==> src/rtl/vga_timing_gen.sv <==
// Raster timing generator: pixel/line counters, sync, blank, line/frame strobes,
// frame counter and a three-cause maskable interrupt. Horizontal and vertical
// timing registers are double-buffered and switch over at frame wrap.
module vga_timing_gen #(
   parameter int XW           = 11,
   parameter int YW           = 10,
   parameter int H_ACTIVE_DEF = 1024,
   parameter int H_SYNC_S_DEF = 1072,
   parameter int H_SYNC_E_DEF = 1176,
   parameter int H_TOTAL_DEF  = 1327,
   parameter int V_ACTIVE_DEF = 768,
   parameter int V_SYNC_S_DEF = 771,
   parameter int V_SYNC_E_DEF = 775,
   parameter int V_TOTAL_DEF  = 797
) (
   input  logic          clk,
   input  logic          rst_n,
   input  logic          cfg_we,
   input  logic [3:0]    cfg_addr,
   input  logic [XW-1:0] cfg_wdata,
   input  logic [2:0]    irq_clear,
   output logic [XW-1:0] x,
   output logic [YW-1:0] y,
   output logic          hsync,
   output logic          vsync,
   output logic          blank,
   output logic          line_end,
   output logic          frame_end,
   output logic [7:0]    frame_cnt,
   output logic [2:0]    irq_cause,
   output logic          irq
);

   // Pending (software-visible) timing copies
   logic [XW-1:0] h_act_pend_r, h_ss_pend_r, h_se_pend_r, h_tot_pend_r;
   logic [YW-1:0] v_act_pend_r, v_ss_pend_r, v_se_pend_r, v_tot_pend_r;
   // Active timing copies used by the counters and decoders
   logic [XW-1:0] h_act_r, h_ss_r, h_se_r, h_tot_r;
   logic [YW-1:0] v_act_r, v_ss_r, v_se_r, v_tot_r;
   logic [YW-1:0] line_cmp_r;
   logic [4:0]    ctrl_r;

   logic [XW-1:0] x_r;
   logic [YW-1:0] y_r;
   logic [7:0]    frame_cnt_r;
   logic [2:0]    irq_cause_r;
   logic          hsync_r, vsync_r;

   logic          line_end_s, frame_end_s, hs_in_s, vs_in_s, blank_s;
   logic [2:0]    irq_set_s, irq_next_s;

   // Decode strobes, sync windows, blanking and interrupt set/clear from current state
   always_comb begin
      line_end_s  = (x_r == h_tot_r);
      frame_end_s = line_end_s && (y_r == v_tot_r);
      // An empty or inverted window (END <= START) can never match
      hs_in_s     = (x_r >= h_ss_r) && (x_r < h_se_r);
      vs_in_s     = (y_r >= v_ss_r) && (y_r < v_se_r);
      blank_s     = (x_r >= h_act_r) || (y_r >= v_act_r);
      irq_set_s   = 3'b000;
      irq_set_s[0] = (x_r == h_act_r) && ctrl_r[2];
      irq_set_s[1] = (x_r == '0) && (y_r == v_act_r) && ctrl_r[3];
      irq_set_s[2] = (x_r == '0) && (y_r == line_cmp_r) && ctrl_r[4];
      // Set has priority over a simultaneous clear
      irq_next_s  = (irq_cause_r & ~irq_clear) | irq_set_s;
   end

   // Software writes into the pending timing set, LINE_CMP and CTRL
   always_ff @(posedge clk or negedge rst_n) begin
      if (!rst_n) begin
         h_act_pend_r <= XW'(H_ACTIVE_DEF);
         h_ss_pend_r  <= XW'(H_SYNC_S_DEF);
         h_se_pend_r  <= XW'(H_SYNC_E_DEF);
         h_tot_pend_r <= XW'(H_TOTAL_DEF);
         v_act_pend_r <= YW'(V_ACTIVE_DEF);
         v_ss_pend_r  <= YW'(V_SYNC_S_DEF);
         v_se_pend_r  <= YW'(V_SYNC_E_DEF);
         v_tot_pend_r <= YW'(V_TOTAL_DEF);
         line_cmp_r   <= '0;
         ctrl_r       <= 5'b00000;
      end else if (cfg_we) begin
         case (cfg_addr)
            4'd0:    h_act_pend_r <= cfg_wdata;
            4'd1:    h_ss_pend_r  <= cfg_wdata;
            4'd2:    h_se_pend_r  <= cfg_wdata;
            4'd3:    h_tot_pend_r <= cfg_wdata;
            4'd4:    v_act_pend_r <= cfg_wdata[YW-1:0];
            4'd5:    v_ss_pend_r  <= cfg_wdata[YW-1:0];
            4'd6:    v_se_pend_r  <= cfg_wdata[YW-1:0];
            4'd7:    v_tot_pend_r <= cfg_wdata[YW-1:0];
            4'd8:    line_cmp_r   <= cfg_wdata[YW-1:0];
            4'd9:    ctrl_r       <= cfg_wdata[4:0];
            default: ;
         endcase
      end
   end

   // Promote the pending timing set together with the counter wrap
   always_ff @(posedge clk or negedge rst_n) begin
      if (!rst_n) begin
         h_act_r <= XW'(H_ACTIVE_DEF);
         h_ss_r  <= XW'(H_SYNC_S_DEF);
         h_se_r  <= XW'(H_SYNC_E_DEF);
         h_tot_r <= XW'(H_TOTAL_DEF);
         v_act_r <= YW'(V_ACTIVE_DEF);
         v_ss_r  <= YW'(V_SYNC_S_DEF);
         v_se_r  <= YW'(V_SYNC_E_DEF);
         v_tot_r <= YW'(V_TOTAL_DEF);
      end else if (frame_end_s) begin
         h_act_r <= h_act_pend_r;
         h_ss_r  <= h_ss_pend_r;
         h_se_r  <= h_se_pend_r;
         h_tot_r <= h_tot_pend_r;
         v_act_r <= v_act_pend_r;
         v_ss_r  <= v_ss_pend_r;
         v_se_r  <= v_se_pend_r;
         v_tot_r <= v_tot_pend_r;
      end
   end

   // Pixel/line counters and completed-frame counter
   always_ff @(posedge clk or negedge rst_n) begin
      if (!rst_n) begin
         x_r         <= '0;
         y_r         <= '0;
         frame_cnt_r <= 8'd0;
      end else begin
         if (line_end_s) begin
            x_r <= '0;
            y_r <= frame_end_s ? '0 : (y_r + YW'(1));
         end else begin
            x_r <= x_r + XW'(1);
         end
         if (frame_end_s) begin
            frame_cnt_r <= frame_cnt_r + 8'd1;
         end
      end
   end

   // Registered sync outputs; XOR with the inverted polarity bit gives the idle level
   always_ff @(posedge clk or negedge rst_n) begin
      if (!rst_n) begin
         hsync_r <= 1'b0;
         vsync_r <= 1'b0;
      end else begin
         hsync_r <= hs_in_s ^ ~ctrl_r[0];
         vsync_r <= vs_in_s ^ ~ctrl_r[1];
      end
   end

   // Sticky interrupt causes
   always_ff @(posedge clk or negedge rst_n) begin
      if (!rst_n) begin
         irq_cause_r <= 3'b000;
      end else begin
         irq_cause_r <= irq_next_s;
      end
   end

   assign x         = x_r;
   assign y         = y_r;
   assign hsync     = hsync_r;
   assign vsync     = vsync_r;
   assign blank     = blank_s;
   assign line_end  = line_end_s;
   assign frame_end = frame_end_s;
   assign frame_cnt = frame_cnt_r;
   assign irq_cause = irq_cause_r;
   assign irq       = |irq_cause_r;

endmodule

==> config.mk <==
export PLATFORM = sky130hd
export DESIGN_NAME = vga_timing_gen
export DESIGN_NICKNAME = d
export VERILOG_FILES = /design/src/rtl/vga_timing_gen.sv
export SDC_FILE = /design/constraint.sdc
export NUM_CORES = 1
export LEC_CHECK = 0
export CAP_MARGIN = 10
export CORE_MARGIN = 4
export CORE_UTILIZATION = 25
export CTS_CLUSTER_DIAMETER = 60
export DETAILED_ROUTE_END_ITERATION = 8
export GPL_ROUTABILITY_DRIVEN = 0
export PLACE_DENSITY = 0.38
export REMOVE_ABC_BUFFERS = 1
export SLEW_MARGIN = 20
export SYNTH_ARGS = -nofsm -noshare
export SYNTH_HDL_FRONTEND = slang
export SYNTH_SLANG_ARGS = --single-unit
export TNS_END_PERCENT = 20
==> constraint.sdc <==
create_clock -name clk -period 2.62 [get_ports clk]
set_clock_uncertainty 0.2 [all_clocks]
set_input_delay 0.262 -clock clk [delete_from_list [all_inputs] [get_ports clk]]
set_output_delay 0.262 -clock clk [all_outputs]
set_load 0.03 [all_outputs]
# Word-level counts from Yosys, hierarchy flattened
# Cells that the tools add are included.
# W data, S select, Z words.
dict set report totals {
  reg_bits 217
  inputBits 21
}
dict set report op_classes {
  addsub 3
  order_cmp 6
  eq_ne 14
  mux 2
  bitwise_logic 7
  reduce_logical 22
}
# operator count
set op_table {}
lappend op_table {{$eq A10 B10 Y1} 3}
lappend op_table {{$eq A11 B11 Y1} 2}
lappend op_table {{$ge A11 B11 Y1} 2}
lappend op_table {{$ge A10 B10 Y1} 2}
lappend op_table {{$reduce_and A2 Y1} 10}
lappend op_table {{$eq A4 B3 Y1 const B} 4}
lappend op_table {{$add A11 B1 Y11 const B} 1}
lappend op_table {{$logic_not A11 Y1} 1}
lappend op_table {{$lt A11 B11 Y1} 1}
lappend op_table {{$mux W11} 1}
lappend op_table {{$add A10 B1 Y10 const B} 1}
lappend op_table {{$lt A10 B10 Y1} 1}
lappend op_table {{$mux W10} 1}
lappend op_table {{$add A8 B1 Y8 const B} 1}
lappend op_table {{$eq A4 B2 Y1 const B} 2}
lappend op_table {{$eq A4 B4 Y1 const B} 2}
lappend op_table {{$logic_and A1 B1 Y1} 8}
lappend op_table {{$eq A4 B1 Y1 const B} 1}
lappend op_table {{$logic_not A4 Y1} 1}
lappend op_table {{$and A3 B3 Y3} 1}
lappend op_table {{$not A3 Y3} 1}
lappend op_table {{$or A3 B3 Y3} 1}
lappend op_table {{$reduce_or A3 Y1} 1}
lappend op_table {{$not A1 Y1} 2}
lappend op_table {{2 further kinds} 3}

# Longest topological paths before layout
dict set report logic_depth {
  depth_word 4
  depth_mapped 10
}

# Worst setup path before layout
# Ideal clock, no wire load.
dict set report synth_timing {
  path_type {reg2out}
  startpoint {reg x_r[0], in the netlist x[0]}
  endpoint {out blank}
  arrival_time_ns 2.038
  path_slack_ns 0.120
  stages_incl_launch_ff 9
  path_cell_list {dfrtp_1 inv_1 ha_1 nand2b_1 a21o_1 a21o_1 a21oi_1 o21a_1 o211ai_1}
}
dict set report synth_between {
  elab_chain_cells 2
}
# item line
set synth_rtl {}
lappend synth_rtl {{start: declaration} 43} ;# logic [XW-1:0] x_r;
lappend synth_rtl {{start signal: assignment} 132} ;# x_r <= x_r + XW'(1);
lappend synth_rtl {{$ge A11 B11 Y1} 59} ;# blank_s = (x_r >= h_act_r) || (y_r >= v_act_r);
lappend synth_rtl {{$logic_or A1 B1 Y1} 59}
lappend synth_rtl {{end: declaration} 26} ;# output logic blank,
# No other way between the ends.

# Worst setup path in the final report
dict set report layout_timing {
  startpoint {reg v_act_r[8]}
  endpoint {out blank}
}
dict set report layout_between {
  elab_chain_cells 2
}
# item line
set layout_rtl {}
lappend layout_rtl {{start: declaration} 39} ;# logic [YW-1:0] v_act_r, v_ss_r, v_se_r, v_tot_r;
lappend layout_rtl {{start signal: assignment} 105} ;# v_act_r <= YW'(V_ACTIVE_DEF);
lappend layout_rtl {{start signal: assignment} 114} ;# v_act_r <= v_act_pend_r;
lappend layout_rtl {{$ge A10 B10 Y1} 59}
lappend layout_rtl {{$logic_or A1 B1 Y1} 59}
# No other way between the ends.

==> results.env <==
RUN_STATUS='finished, violations left'
VIOLATIONS_IN_THE_FINAL_REPORTS='setup timing'
WORSTSETUPPATHTYPE='flop to output pin'
SYN2LAYOUT_AREA_GROWTH_PCT=27.8
WORSTPATHREQUIRED_PS=2160
CLOCK_LATENCY_PS=540
DIODE_INSERTION_COUNT_FOR_ANTENNA_REPAIR=0
LAYOUT_WORST_PATH_CYCLE_SHARE_PCT=107
FIRSTDRTPASSITERS=4
GLOBALROUTE.TOTALOVERFLOW=0
RSZ0062_AT_GRT='true'
YOSYSWARNINGCOUNT=0
FLOORPLAN.DIE_AREA_SQ_UM=44400
REPORT.POWER.TOTAL_mW=13.1
SLEW_VIOLATIONS=0
DETAIL_ROUTE.DRC_VIOLATIONS=0
DRT_ITER0_DRC=372
GLOBAL_ROUTE_WIRE_LENGTH_BEFORE_REPAIR_UM=43700
YS_SEQ_AREA_SHARE_PCT=53.7
SYNTH-SEQ-CELLS=217
POST_ROUTE_CELLS_DRIVE_ABOVE_1_SHARE_PCT=33.8
IRDROPWORSTVDD_uV=431
GRT_BUSIEST_LAYER='met2'
START_KIND='flop'
CPLARGESTDELAYFAMILY='simple AND/OR/NAND/NOR gates'
CLOCK_SINKS=217
NUMPORTBUFFERS=58
DIEWIDTH_UM=211
MIN_PATH_TYPE='input pin to flop'
FMAXACHIEVABLE_MHz=358
ANTENNA_VIOLATING_NETS_POST_ROUTE=0
LAYOUT.FILLER_CELLS=4082
RRSETUPSLACK_PS=160
SYN-MEAN-INSTANCE-AREA_SQ_UM=11.8
START_UTIL_PCT=25.5
SLOWEST_STAGE='sky130_fd_sc_hd__dfstp_2'
FINAL_CRITICAL_PATH_SETUP_SLACK_PS=-177
DP_HPWL_UM=19600
MAX_CAP_VIOL_COUNT=0
LAYOUT_COMMONEST_CELL='sky130_fd_sc_hd__dfrtp_1'
CLOCK_TREE.HTREE_LEVEL_COUNT=1
HOLD_SLACK_PS=98.1
PLACE_AREA_SQ_UM=11900
ARRIVAL_PS=2330
DRT-VIAS-PER-INSTANCE=4.39
FIRST_GLOBAL_VIAS=7006
ASYNC_RESET_FF_SHARE_PCT=100
DP_SLACK_PS=-176
FINAL_NET_COUNT=1078
USE_MET1_PCT=18.0
TRITONCTS='done'
SYNTH_FF_TYPE='sky130_fd_sc_hd__dfrtp_1'
CP.BUFFERS_INVERTERS=2
REPORT.FINAL.SETUP_VIOL=2
MULTI_INPUT_COMB_AREA_SQ_UM=4470
FINAL_PERIOD_MINUS_WORST_SETUP_SLACK_PS=2800
FLOORPLAN.ROWS=73
SLEW_HEADROOM_PCT=52.9
GLOBALROUTEMET2UTIL_PCT=20.6
CRITPATHMAXFANOUT=2
VIAS=6753
POST-ROUTE-CELL-AREA_SQ_UM=13100
COUNT_OF_FLIP_FLOPS_WITH_A_BUILT_IN_ENABLE_AFTER_SYNTHESIS=0
DIE_HEIGHT_UM=211
POWER_DENSITY_nW_PER_UM2=1000
CP-END-KIND='output pin'
P_LEAK_nW=5.68
ROUTE.DETAILED.WL_PER_INST_UM=18.3
TIGHTEST_SLEW_PS=705
CP_CELL_SEQUENCE='inv_2 > ha_4 > and4_4 > nand3_4 > a21oi_4 > nor4_4 > o211ai_1 > buf_4'
WORST_SETUP_HOLD_PATH_CLK_SLEW_PS=60
GR-USAGE-MET3_PCT=2.23
CTS_ROOT_BUF='sky130_fd_sc_hd__clkbuf_16'
DESIGN.PORTCOUNT=59
SEQUENTIAL_CELL_AREA_SQ_UM=5520
GRTUSAGETOTAL_PCT=12.7
CRITPATHMAXSTAGEDELAY_PS=530
LEADING_CELL_TYPES_IN_THE_LAYOUT_FILL_AND_TAPS_EXCLUDED='146 x sky130_fd_sc_hd__dfrtp_1, 127 x sky130_fd_sc_hd__mux2_2, 78 x sky130_fd_sc_hd__nand2_1, 68 x sky130_fd_sc_hd__inv_1, 64 x sky130_fd_sc_hd__dfstp_2'
ANTENNA_VIOLATIONS_BEFORE_REPAIR=2
GRT_MAX_DEGREE=85
HOLD_VIOL_FINAL=0
POSTROUTEWIRELENGTH_UM=28200
POSTSYNTHCELLCOUNT=869
CLOCK_PATH_BUFFERS=3
MAPPEDNETLISTAREA_SQ_UM=10300
SYNTHDISTINCTLIBCELLS=46
CTS_BUFFERS=27
FLOORPLAN.CORE_AREA_SQ_UM=40200
-- sequential cells by signal (all words and copies together) (netlist names), 8 cells and up --
signal / count
x: 11
v_se_pend_r: 10
line_cmp_r: 10
y: 10
v_ss_pend_r: 10
v_act_pend_r: 10
v_tot_pend_r: 10
h_se_r: 11
v_se_r: 10
frame_cnt: 8
h_ss_r: 11
v_act_r: 10
h_ss_pend_r: 11
h_tot_pend_r: 11
v_tot_r: 10
h_tot_r: 11
h_se_pend_r: 11
h_act_pend_r: 11
h_act_r: 11
v_ss_r: 10
-- metrics by stage --
stage               cells  utilization (%)  setup TNS, ps
floorplan             835                -        -289990
detailed placement   1477             29.5           -199
global route         1537             32.7           -664
global placement     1477             29.5           -224
CTS                  1530             32.3           -679
finish               1537             32.7           -280
-- cells in the mapped netlist, types with 4 or more instances --
cell type | number | area [sq um]
sky130_fd_sc_hd__nor3b_1 | 5 | 37.5
sky130_fd_sc_hd__mux2_2 | 127 | 1430
sky130_fd_sc_hd__a21oi_1 | 17 | 85.1
sky130_fd_sc_hd__inv_1 | 71 | 267
sky130_fd_sc_hd__clkbuf_1 | 10 | 37.5
sky130_fd_sc_hd__dfrtp_1 | 153 | 3830
sky130_fd_sc_hd__nor2b_1 | 6 | 37.5
sky130_fd_sc_hd__a21o_1 | 16 | 120
sky130_fd_sc_hd__nand2b_1 | 8 | 50.1
sky130_fd_sc_hd__xor2_1 | 6 | 52.6
sky130_fd_sc_hd__nand2_1 | 78 | 293
sky130_fd_sc_hd__dfstp_2 | 64 | 1680
sky130_fd_sc_hd__buf_1 | 6 | 22.5
sky130_fd_sc_hd__nand3b_1 | 4 | 30.0
sky130_fd_sc_hd__xnor2_1 | 42 | 368
sky130_fd_sc_hd__nand3_1 | 16 | 80.1
sky130_fd_sc_hd__nor2_1 | 21 | 78.8
sky130_fd_sc_hd__and3_1 | 13 | 81.3
sky130_fd_sc_hd__o21ai_0 | 20 | 100
sky130_fd_sc_hd__buf_4 | 9 | 67.6
sky130_fd_sc_hd__nand4_1 | 13 | 81.3
sky130_fd_sc_hd__buf_2 | 7 | 35.0
sky130_fd_sc_hd__ha_1 | 65 | 813
sky130_fd_sc_hd__o21ai_1 | 52 | 260
-- cell type report --
class	instances	share of cell area, %
clock inverter	15	1.83
inverter	71	2.05
tap	525	5.01
multi-input combinational	547	34.1
sequential	217	42.1
clock buffer	34	5.65
timing repair buffer	128	9.31
-- final timing paths --
| kind | from | end | cells past startpoint |
|---|---|---|---|
| hold / removal | irq_clear[2] | irq_cause[2] | 2 |
| setup reg to reg | x[0] | v_act_r[0] | 8 |
| hold reg to reg | h_ss_pend_r[5] | h_ss_r[5] | 2 |
| min in group asynchronous | rst_n | h_ss_pend_r[1] | 2 |
| setup / recovery | v_act_r[8] | blank | 8 |
| max in group asynchronous | rst_n | v_ss_pend_r[1] | 3 |
-- worst reg2reg max path: stages (launching register included) --
cell,delay (ps)
sky130_fd_sc_hd__dfrtp_2,450
sky130_fd_sc_hd__buf_4,160
sky130_fd_sc_hd__xnor2_2,150
sky130_fd_sc_hd__nand3_1,140
sky130_fd_sc_hd__nor3_4,290
sky130_fd_sc_hd__and2_4,220
sky130_fd_sc_hd__buf_4,210
sky130_fd_sc_hd__buf_12,180
sky130_fd_sc_hd__mux2_2,350
-- repair_timing --
action	4_1_cts	5_1_grt
setup endpoints to repair	4	7
hold endpoints to repair	79	0
setup buffers	4	7
resized for setup	21	20
hold buffers	1	0
cloned	0	0
pin swaps	9	12
-- report_power, final --
part / leakage [nW] / switching (mW) / internal, mW / total [mW]
Sequential: 2.63 / 0.531 / 4.35 / 4.88
Clock: 0.486 / 1.51 / 2.59 / 4.10
Combinational: 2.57 / 2.14 / 1.99 / 4.14
-- cell families after synthesis --
kind of cell | after synthesis | share of synthesized area [%]
AOI/OAI and AO/OA | 127 | 7.18
xor gates and xnor gates | 48 | 4.10
adders and majority gates | 65 | 7.92
buffers and inverters | 105 | 4.40
DFF | 217 | 53.7
muxes | 129 | 14.1
and+or+nand+nor | 178 | 8.60
-- routing by layer --
layer | routed length [um] | part of all wire [%] | vias to the layer above
met3 | 938 | 3.3 | 33
met2 | 13200 | 47 | 95
met4 | 481 | 1.7 | 0
met5 | 0 | 0 | -
li1 | - | - | 3247
met1 | 13500 | 48 | 3378
Power figures use the tool's default switching activity.
